===== config.mk =====
export PLATFORM = sky130hd
export DESIGN_NAME = calc_sequencer
export DESIGN_NICKNAME = d
export VERILOG_FILES = /design/src/rtl/calc_sequencer.sv
export SDC_FILE = /design/constraint.sdc
export NUM_CORES = 1
export LEC_CHECK = 0
export ABC_CLOCK_PERIOD_IN_PS = 4100
export CAP_MARGIN = 20
export CORE_MARGIN = 3
export CORE_UTILIZATION = 25
export DETAILED_ROUTE_END_ITERATION = 10
export HOLD_SLACK_MARGIN = 0.1
export SYNTH_ARGS = -nofsm -noshare
export SYNTH_HDL_FRONTEND = slang
export SYNTH_SLANG_ARGS = --single-unit

===== constraint.sdc =====
create_clock -name clk -period 4.1 [get_ports clk]
set_input_delay 0.41 -clock clk [delete_from_list [all_inputs] [get_ports clk]]
set_output_delay 0.41 -clock clk [all_outputs]
set_load 0.02 [all_outputs]

===== src/rtl/calc_sequencer.sv =====
// Two-requester instruction sequencer for the calculator.
// Round-robin loads instructions, then drives timed execute runs.
module calc_sequencer #(
  parameter int DEPTH = 32,
  parameter int RUN_W = 8
) (
  input  logic             clk,
  input  logic             reset,
  input  logic             a_valid,
  input  logic [6:0]       a_instr,
  output logic             a_ready,
  input  logic             b_valid,
  input  logic [6:0]       b_instr,
  output logic             b_ready,
  input  logic             run_start,
  input  logic [RUN_W-1:0] run_len,
  input  logic             flush,
  output logic             calc_mode,
  output logic [2:0]       calc_opCode,
  output logic [3:0]       calc_value,
  output logic             calc_en,
  output logic             calc_clr,
  output logic [5:0]       load_count,
  output logic             full,
  output logic             busy,
  output logic             rejected,
  output logic             done
);

  typedef enum logic {LOAD, EXEC} state_e;

  state_e           state_q, state_d;
  logic [RUN_W-1:0] cnt_q, cnt_d;
  logic             ptr_b_q;
  logic             fwd_q;
  logic             open_c;
  logic             grant_a;
  logic             grant_b;
  logic             take;
  logic             bad;
  logic             start;
  logic             last;
  logic [6:0]       instr;

  assign full      = load_count == 6'(DEPTH);
  assign busy      = state_q == EXEC;
  assign calc_mode = busy;
  assign calc_en   = busy | fwd_q;

  // ptr_b_q set means B is favoured on a tie
  assign open_c  = (state_q == LOAD) && !full
                && !run_start && !flush;
  assign grant_a = open_c && a_valid
                && (!b_valid || !ptr_b_q);
  assign grant_b = open_c && b_valid
                && (!a_valid || ptr_b_q);
  assign a_ready = grant_a;
  assign b_ready = grant_b;
  assign take    = grant_a | grant_b;
  assign instr   = grant_a ? a_instr : b_instr;
  assign bad     = instr[5:4] == 2'b11;

  assign start = (state_q == LOAD) && run_start
              && (run_len != '0);
  assign last  = busy && (cnt_q == RUN_W'(1));

  always_comb begin
    state_d = state_q;
    cnt_d   = cnt_q;
    if (flush) begin
      state_d = LOAD;
    end else if (start) begin
      state_d = EXEC;
      cnt_d   = run_len;
    end else if (busy) begin
      cnt_d = cnt_q - RUN_W'(1);
      if (last) state_d = LOAD;
    end
  end

  always_ff @(posedge clk or negedge reset) begin
    if (!reset) begin
      state_q <= LOAD;
      cnt_q   <= '0;
    end else begin
      state_q <= state_d;
      cnt_q   <= cnt_d;
    end
  end

  always_ff @(posedge clk or negedge reset) begin
    if (!reset) begin
      ptr_b_q     <= 1'b0;
      fwd_q       <= 1'b0;
      calc_opCode <= '0;
      calc_value  <= '0;
      calc_clr    <= 1'b0;
      rejected    <= 1'b0;
      done        <= 1'b0;
      load_count  <= '0;
    end else begin
      calc_clr <= flush;
      done     <= last && !flush;
      fwd_q    <= take && !bad;
      rejected <= take && bad;
      if (take) ptr_b_q <= grant_a;
      if (take && !bad) begin
        calc_opCode <= instr[6:4];
        calc_value  <= instr[3:0];
      end
      if (flush)
        load_count <= '0;
      else if (take && !bad)
        load_count <= load_count + 6'd1;
    end
  end

endmodule


Word level (Yosys, flattened, before mapping)
Cells that the tools add are included.
{ "classes": {"n_addsub": 2, "n_mul": 0, "div": 0, "order_cmp": 0, "eq_ne": 3, "shifts": 0, "n_mux": 9, "n_bitwise": 4, "n_reduce_logical": 26} }
{ "ops": {"columns": ["op", "count"], "rows": [
  ["two-way mux 8 bit", 2],
  ["logical AND 1 bit", 13],
  ["two-way mux 6 bit", 2],
  ["== test 8 x 1 -> 1 bit, second input constant", 1],
  ["nonzero test 8 bit", 1],
  ["subtractor 8 x 1 -> 8 bit, second input constant", 1],
  ["logical NOT 1 bit", 7],
  ["two-way mux 7 bit", 1],
  ["adder 6 x 1 -> 6 bit, second input constant", 1],
  ["== test 6 bit, second input constant", 1],
  ["two-way mux 1 bit", 4],
  ["nonzero test 2 bit", 2],
  ["== test 2 bit, second input constant", 1],
  ["logical OR 1 bit", 2],
  ["NOT 1 bit", 2],
  ["bitwise OR 1 bit", 2],
  ["AND reduction 2 bit", 1]
]} }
{ "totals": {"regBits": 27, "latch_bits": 0, "ram_bits": 0, "mem_bits_ro": 0, "in_bits": 28, "output_inout_bits": 22, "word_cells": 54, "n_memories": 0} }

Depth between registers and ports, before layout
Gate-level depths: netlist of run 1.
{ "depth": {"depth_word": 13, "ltp_mapped": 8, "ltp_nobuf": 8} }

Least setup slack after synthesis of run 1
No wires, ideal clock.
{ "synth_path": {"path_type": "register -> output", "from": "reg state_q, in the netlist busy", "to": "out a_ready", "arrival_ns": 1.593, "required_time_ns": 3.690, "setup_slack_ns": 2.097, "path_stages_with_launch": 7, "n_path_buf": 2, "cell_sequence": "dfrtp_1 > buf_2 > nor3_2 > o41ai_4 > or2_2 > buf_4 > inv_1"} }
{ "synth_between": {"elab_chain_cells": 6} }
{ "synth_rtl": {"columns": ["element", "line", "rtl"], "rows": [
  ["from (decl)", "32", "state_e state_q, state_d;"],
  ["from (signal assigned)", "86", "state_q <= state_d;"],
  ["NOT 1 bit", "51", "assign open_c = (state_q == LOAD) && !full"],
  ["logical AND 1 bit", "51", null],
  ["logical AND 1 bit (2 in series)", "52", "&& !run_start && !flush;"],
  ["logical AND 1 bit", "53", "assign grant_a = open_c && a_valid"],
  ["logical AND 1 bit", "54", "&& (!b_valid || !ptr_b_q);"],
  ["to (decl)", "11", "output logic a_ready,"]
]} }
Every way passes these cells.

Worst setup path after layout of run 1
{ "layout_path": {"from": "in flush", "to": "out a_ready"} }
{ "layout_between": {"elab_chain_cells": 4} }
{ "layout_rtl": {"columns": ["element", "line", "rtl"], "rows": [
  ["from (decl)", "17", "input logic flush,"],
  ["logical NOT 1 bit", "52", null],
  ["logical AND 1 bit", "52", null],
  ["logical AND 1 bit", "53", null],
  ["logical AND 1 bit", "54", null]
]} }
Every way passes these cells.

==> results of run 1 <==
-- layout make-up --
cell class | instances | area, sq um | area share [%]
clock buffer | 4 | 45.0 | 2.11
inverter | 11 | 43.8 | 2.06
multi-input combinational | 118 | 771 | 36.2
sequential | 27 | 676 | 31.7
tap | 72 | 90.1 | 4.23
timing repair buffer | 51 | 505 | 23.7
-- state kept, by name, indices dropped and copies added, names as in the netlist --
register     flops
calc_opCode      3
load_count       6
fwd_q            1
busy             1
calc_value       4
cnt_q            8
calc_clr         1
ptr_b_q          1
rejected         1
done             1
-- stage by stage --
stage	power [W]	hold WS [ns]	instance area (sq um)	utilization (%)	instances
after floorplan	0.000487	0.114	1520	-	162
after global placement	0.000602	0.468	2090	36.5	279
after detailed placement	0.000604	0.475	2090	36.5	279
after CTS	0.000758	0.497	2130	37.3	283
after global routing	0.000804	0.520	2130	37.3	283
final	0.000750	0.490	2130	37.3	283
-- placed cells by master, fill, tap and decap left out, types with 4 or more instances in the layout --
cell type,count
o21ai_0,14
inv_1,10
clkdlybuf4s50_1,49
nand2_1,15
nor3_1,4
ha_1,4
nor4_1,4
nor2_1,16
a21oi_1,9
dfrtp_1,27
nand3_1,6
mux2i_1,7
-- per-layer routing --
layer | wire, um | share of wire, % | vias to the layer above | track usage [%]
met5 | 0 | 0 | - | 0
met4 | 68 | 1.8 | 0 | 4.68
met3 | 195 | 5.1 | 4 | 1.88
met2 | 1850 | 48 | 36 | 17.9
met1 | 1750 | 45 | 637 | 14.2
li1 | - | - | 677 | -
-- worst max-delay path, cell delays in order --
cell and delay (ns):
clkdlybuf4s50_1 0.39, buf_4 0.18, nor3_2 0.19, o41ai_4 0.17
or2_2 0.41, inv_1 0.08, clkdlybuf4s50_1 0.59
-- power by group --
part | total (W) | internal (W) | leakage [nW] | switching [W]
clock | 0.000153 | 0.0000696 | 0.0228 | 0.0000837
combinational | 0.000247 | 0.000122 | 0.547 | 0.000125
sequential | 0.000350 | 0.000312 | 0.343 | 0.0000384
total | 0.000750 | 0.000503 | 0.913 | 0.000247
-- logic make-up after synthesis --
kind of cell	share of synthesized area, %
flip-flops	44.3
XOR/XNOR	1.15
buffers and inverters	5.09
AND/OR/NAND/NOR	18.5
AO/OA/AOI/OAI	21.1
adder cells (fa/ha/maj)	3.28
multiplexers	6.57
-- worst paths after layout --
| path | slack (ns) | to | cells past startpoint |
|---|---|---|---|
| min in group asynchronous | 0.51 | cnt_q[1]$_DFFE_PN0P_ | 2 |
| worst min-delay path | 0.49 | calc_value[0]$_DFFE_PN0P_ | 2 |
| worst min register to register | 0.49 | calc_value[0]$_DFFE_PN0P_ | 2 |
| max in group asynchronous | 3.32 | calc_value[1]$_DFFE_PN0P_ | 2 |
| worst max register to register | 2.01 | load_count[5]$_DFFE_PN0P_ | 8 |
| worst max-delay path | 1.26 | a_ready | 7 |
==> flow_metrics.env, run 1 <==
export IMPL_place_ws_ns=1.25
export IMPL_synth_seq_cells=27
export IMPL_syn_to_final_growth_pct=39.8
export IMPL_grt_overflow=0
export IMPL_r2r_start="load_count[0]$_DFFE_PN0P_"
export IMPL_yosysWarnings=0
export IMPL_start_util_pct=26.7
export IMPL_tns_ns=0
export IMPL_period_share_pct=69.2
export IMPL_cap_viol_max_count=0
export IMPL_first_global_vias=1351
export IMPL_cts_sinks=27
export IMPL_fin_nets=244
export IMPL_finalHoldViolCount=0
export IMPL_syn_area_sq_um=1520
export IMPL_power_per_cell_area_nw_per_um2=352
export IMPL_cts_tree="yes"
export IMPL_yosysUniqueCellTypes=43
export IMPL_vias=1354
export IMPL_die_area_sq_um=7070
export IMPL_track_usage_pct=11.0
export IMPL_netlist_instances=162
export IMPL_fill_cells=564
export IMPL_yosys_top_cells_area="dfrtp_1 44%, mux2i_1 4.6%, o21ai_0 4.6%"
export IMPL_fp_dieH_um=84.1
export IMPL_place_congestion=0.780
export IMPL_synth_top_area_share_pct=44.3
export IMPL_antenna_found_initial=0
export IMPL_die_x_um=84.1
export IMPL_port_buffers=49
export IMPL_rsz0062_at_grt="no"
export IMPL_fin_worst_skew_ns=0.00139
export IMPL_worstSetupEndpointType="output pin"
export IMPL_critPathLaunch="flush"
export IMPL_ir_drop_v=0.000160
export IMPL_num_rows=27
export IMPL_drive_above_1_share_pct=7.11
export IMPL_crit_fanout=14
export IMPL_cts_resized=0
export IMPL_diodes=0
export IMPL_hold_path_class="reg -> reg"
export IMPL_dr_first_iter_drc_count=40
export IMPL_synth_commonest_cells="27 x dfrtp_1, 16 x nor2_1, 15 x nand2_1"
export IMPL_firstDrtPassIters=4
export IMPL_avgSynthCellArea_sq_um=9.41
export IMPL_synth_nets=194
export IMPL_synth_area_leader_cell="dfrtp_1"
export IMPL_maxSlewHeadroom_pct=35.1
export IMPL_cts_htree_levels=1
export IMPL_clkTransAtPathRegs_ns=0.09
export IMPL_ys_async_sr_fraction_pct=100
export IMPL_seq_area_frac_synth_pct=44.3
export IMPL_ant_nets=0
export IMPL_drcViolationCount=0
export IMPL_critPathKind="in -> out"
export IMPL_crit_arrival_ns=2.43
export IMPL_via_per_inst=4.78
export IMPL_cts_root_buffer="clkbuf_8"
export IMPL_slew_violations=0
export IMPL_setup_viol=0
export IMPL_period_needed_ns=2.84
export IMPL_grt_pass1_wl_um=6420
export IMPL_ctsHoldBuffers=0
export IMPL_cts_max_path_buffers=2
export IMPL_synth_most_common_cell="dfrtp_1"
export IMPL_dp_hpwl_um=2920
export IMPL_ios=50
export IMPL_max_freq_ghz=0.352
export IMPL_core_sq_um=5710
export IMPL_post_cts_buffers=0
export IMPL_critPathLaunchType="input port"
export IMPL_worst_slack_ns=1.26
export IMPL_insertion_delay_ns=0.27
export IMPL_synth_flop_cell="dfrtp_1"
export IMPL_synth_edff_count=0
export IMPL_outcome="complete, no violations"
export IMPL_crit_required_ns=3.69
export IMPL_grt_max_degree=28
export IMPL_min_from="calc_value[0]$_DFFE_PN0P_"
export IMPL_wire_per_inst_um=13.6
export IMPL_tightest_slew_ns=0.968
export IMPL_routed_wl_um=3860
export IMPL_cts_inserted_buffers=3
export IMPL_p_leak_nw=0.913
Note: power is estimated with default switching activity, not from simulation.
==> run 2, diff against run 1 <==
Settings changed: ABC_CLOCK_PERIOD_IN_PS 4100 to 2530.
Clock period 4.1 ns to 2.53 ns, I/O delays scaled along.
==> run 2 against run 1 <==
Cell area is 1.7% higher. Non-clock buffer count grew 4. Wire length up 1.8%. Clock-buffer cell count stayed put. Via count up 1.6%. Power rose by 63%. Core utilization up 0.64 points. First-iteration DRC count fell by 10%. Sequential power grew 62%. Sequential share of layout area is 0.47 points lower. Critical endpoint is now full. Die area stayed put.
==> flow_metrics.env, run 2 (synthesis gave the netlist of run 1 again) <==
export IMPL_finalHoldViolCount=0
export IMPL_routed_wl_um=3930
export IMPL_fill_cells=574
export IMPL_cts_tree="yes"
export IMPL_crit_arrival_ns=1.92
export IMPL_tns_ns=0
export IMPL_outcome="complete, no violations"
export IMPL_die_x_um=84.1
export IMPL_largest_register_ffs=8
export IMPL_cts_root_buffer="clkbuf_8"
export IMPL_first_global_vias=1363
export IMPL_grt_max_degree=28
export IMPL_core_sq_um=5710
export IMPL_die_area_sq_um=7070
export IMPL_antenna_found_initial=0
export IMPL_power_per_cell_area_nw_per_um2=565
export IMPL_max_freq_ghz=0.460
export IMPL_cts_max_path_buffers=2
export IMPL_ios=50
export IMPL_worst_slack_ns=0.358
export IMPL_worstSetupEndpointType="output pin"
export IMPL_grt_pass1_wl_um=6560
export IMPL_tightest_slew_ns=0.908
export IMPL_regMostFlops="cnt_q"
export IMPL_place_congestion=0.757
export IMPL_port_buffers=49
export IMPL_critPathKind="reg -> out"
export IMPL_drcViolationCount=0
export IMPL_hold_path_class="in -> async"
export IMPL_seq_area_sq_um=677
export IMPL_maxSlewHeadroom_pct=39.1
export IMPL_ant_nets=0
export IMPL_multi_input_area_sq_um=771
export IMPL_cts_sinks=27
export IMPL_cap_viol_max_count=0
export IMPL_slew_violations=0
export IMPL_firstDrtPassIters=4
export IMPL_swShare_pct=33.0
export IMPL_mostFrequentLayoutCells="47 x clkdlybuf4s50_1, 26 x dfrtp_1, 16 x nor2_1, 15 x nand2_1, 14 x o21ai_0"
export IMPL_crit_fanout=7
export IMPL_dp_hpwl_um=3020
export IMPL_cts_inserted_buffers=3
export IMPL_vias=1376
export IMPL_dp_cells=283
export IMPL_wire_per_inst_um=13.7
export IMPL_start_util_pct=26.7
export IMPL_clkTransAtPathRegs_ns=0.10
export IMPL_fp_dieH_um=84.1
export IMPL_grt_overflow=0
export IMPL_fin_worst_skew_ns=0.00612
export IMPL_p_leak_nw=0.965
export IMPL_drive_above_1_share_pct=9.30
export IMPL_r2r_slack_ns=0.46
export IMPL_reg_top3="cnt_q: 8 flops, load_count: 6 flops, calc_value: 4 flops"
export IMPL_power_internal_w=0.000820
export IMPL_dr_first_iter_drc_count=36
export IMPL_switchingPower_w=0.000405
export IMPL_period_share_pct=85.9
export IMPL_ctsHoldBuffers=0
export IMPL_diodes=0
export IMPL_setup_viol=0
export IMPL_via_per_inst=4.79
export IMPL_rsz0062_at_grt="no"
export IMPL_syn_to_final_growth_pct=42.2
export IMPL_layout_commonest_cell="clkdlybuf4s50_1"
export IMPL_crit_required_ns=2.28
export IMPL_critPathLaunchType="flip-flop"
export IMPL_num_rows=27
export IMPL_insertion_delay_ns=0.28
export IMPL_fin_nets=248
export IMPL_final_cells=287
export IMPL_ir_drop_v=0.000202
export IMPL_pwr_share_comb_pct=33.0
export IMPL_period_needed_ns=2.17
export IMPL_cts_htree_levels=1
export IMPL_seqPwrFrac_pct=46.3
export IMPL_place_ws_ns=0.141
export IMPL_post_cts_buffers=0
export IMPL_pwr_share_clk_pct=20.6
export IMPL_track_usage_pct=11.4
==> run 2: changes by cell type in the layout (fill, tap and decap cells not counted), sizes merged <==
cell | before | now
buf | 2 | 6
clkdlybuf4s50 | 49 | 47
dlymetal6s2s | 0 | 2
==> run 2: path summary, 6_finish.rpt <==
path,cells past startpoint,from,to
min reg2reg,2,calc_value[1]$_DFFE_PN0P_,calc_value[1]$_DFFE_PN0P_
min,2,reset,cnt_q[5]$_DFFE_PN0P_
min in group clk,2,calc_value[1]$_DFFE_PN0P_,calc_value[1]$_DFFE_PN0P_
max in group asynchronous,2,reset,load_count[0]$_DFFE_PN0P_
max,5,load_count[0]$_DFFE_PN0P_,full
max reg2reg,9,load_count[0]$_DFFE_PN0P_,load_count[5]$_DFFE_PN0P_
==> run 2: final cells by class <==
cell class	count	share of cell area [%]
multi-input cells	118	35.6
clock buffers	4	2.08
well taps	72	4.16
inverters	11	2.02
flip-flops and latches	27	31.2
repair buffers	55	24.9
==> run 2: layer usage <==
layer	part of all wire [%]	vias up	track usage, %
li1	-	684	-
met1	47	654	15.1
met2	46	34	17.8
met3	5.7	4	2.67
met4	1.6	0	4.53
met5	0	-	0
==> run 2: power groups by stage <==
stage | clock (W) | sequential (W) | combinational (W)
after floorplan | 0 | 0.000609 | 0.000181
after global placement | 0 | 0.000573 | 0.000405
after detailed placement | 0 | 0.000576 | 0.000408
after CTS | 0.000262 | 0.000568 | 0.000409
after global routing | 0.000276 | 0.000582 | 0.000449
final | 0.000253 | 0.000568 | 0.000405
==> run 2: worst max-delay path, cell delays in order, from the launching register on <==
cell and delay (ns):
dfrtp_2 0.47, inv_1 0.07, ha_1 0.14, nand2_1 0.10, nor4_1 0.21, clkdlybuf4s50_1 0.66
==> run 2: repair_timing <==
action / 4_1_cts / 5_1_grt
hold endpoints to repair: 0 / 0
resized for setup: 0 / 3
endpoints found under the setup margin: 0 / 2
==> run 2: per-stage QoR <==
stage | hold WS [ns] | area (sq um) | util (%) | total power [W]
2_1_floorplan | -0.0426 | 1520 | - | 0.000790
3_3_place_gp | 0.463 | 2120 | 37.1 | 0.000978
3_5_place_dp | 0.471 | 2120 | 37.1 | 0.000984
4_1_cts | 0.352 | 2160 | 37.8 | 0.00124
5_1_grt | 0.392 | 2170 | 38.0 | 0.00131
6_report | 0.337 | 2170 | 38.0 | 0.00123
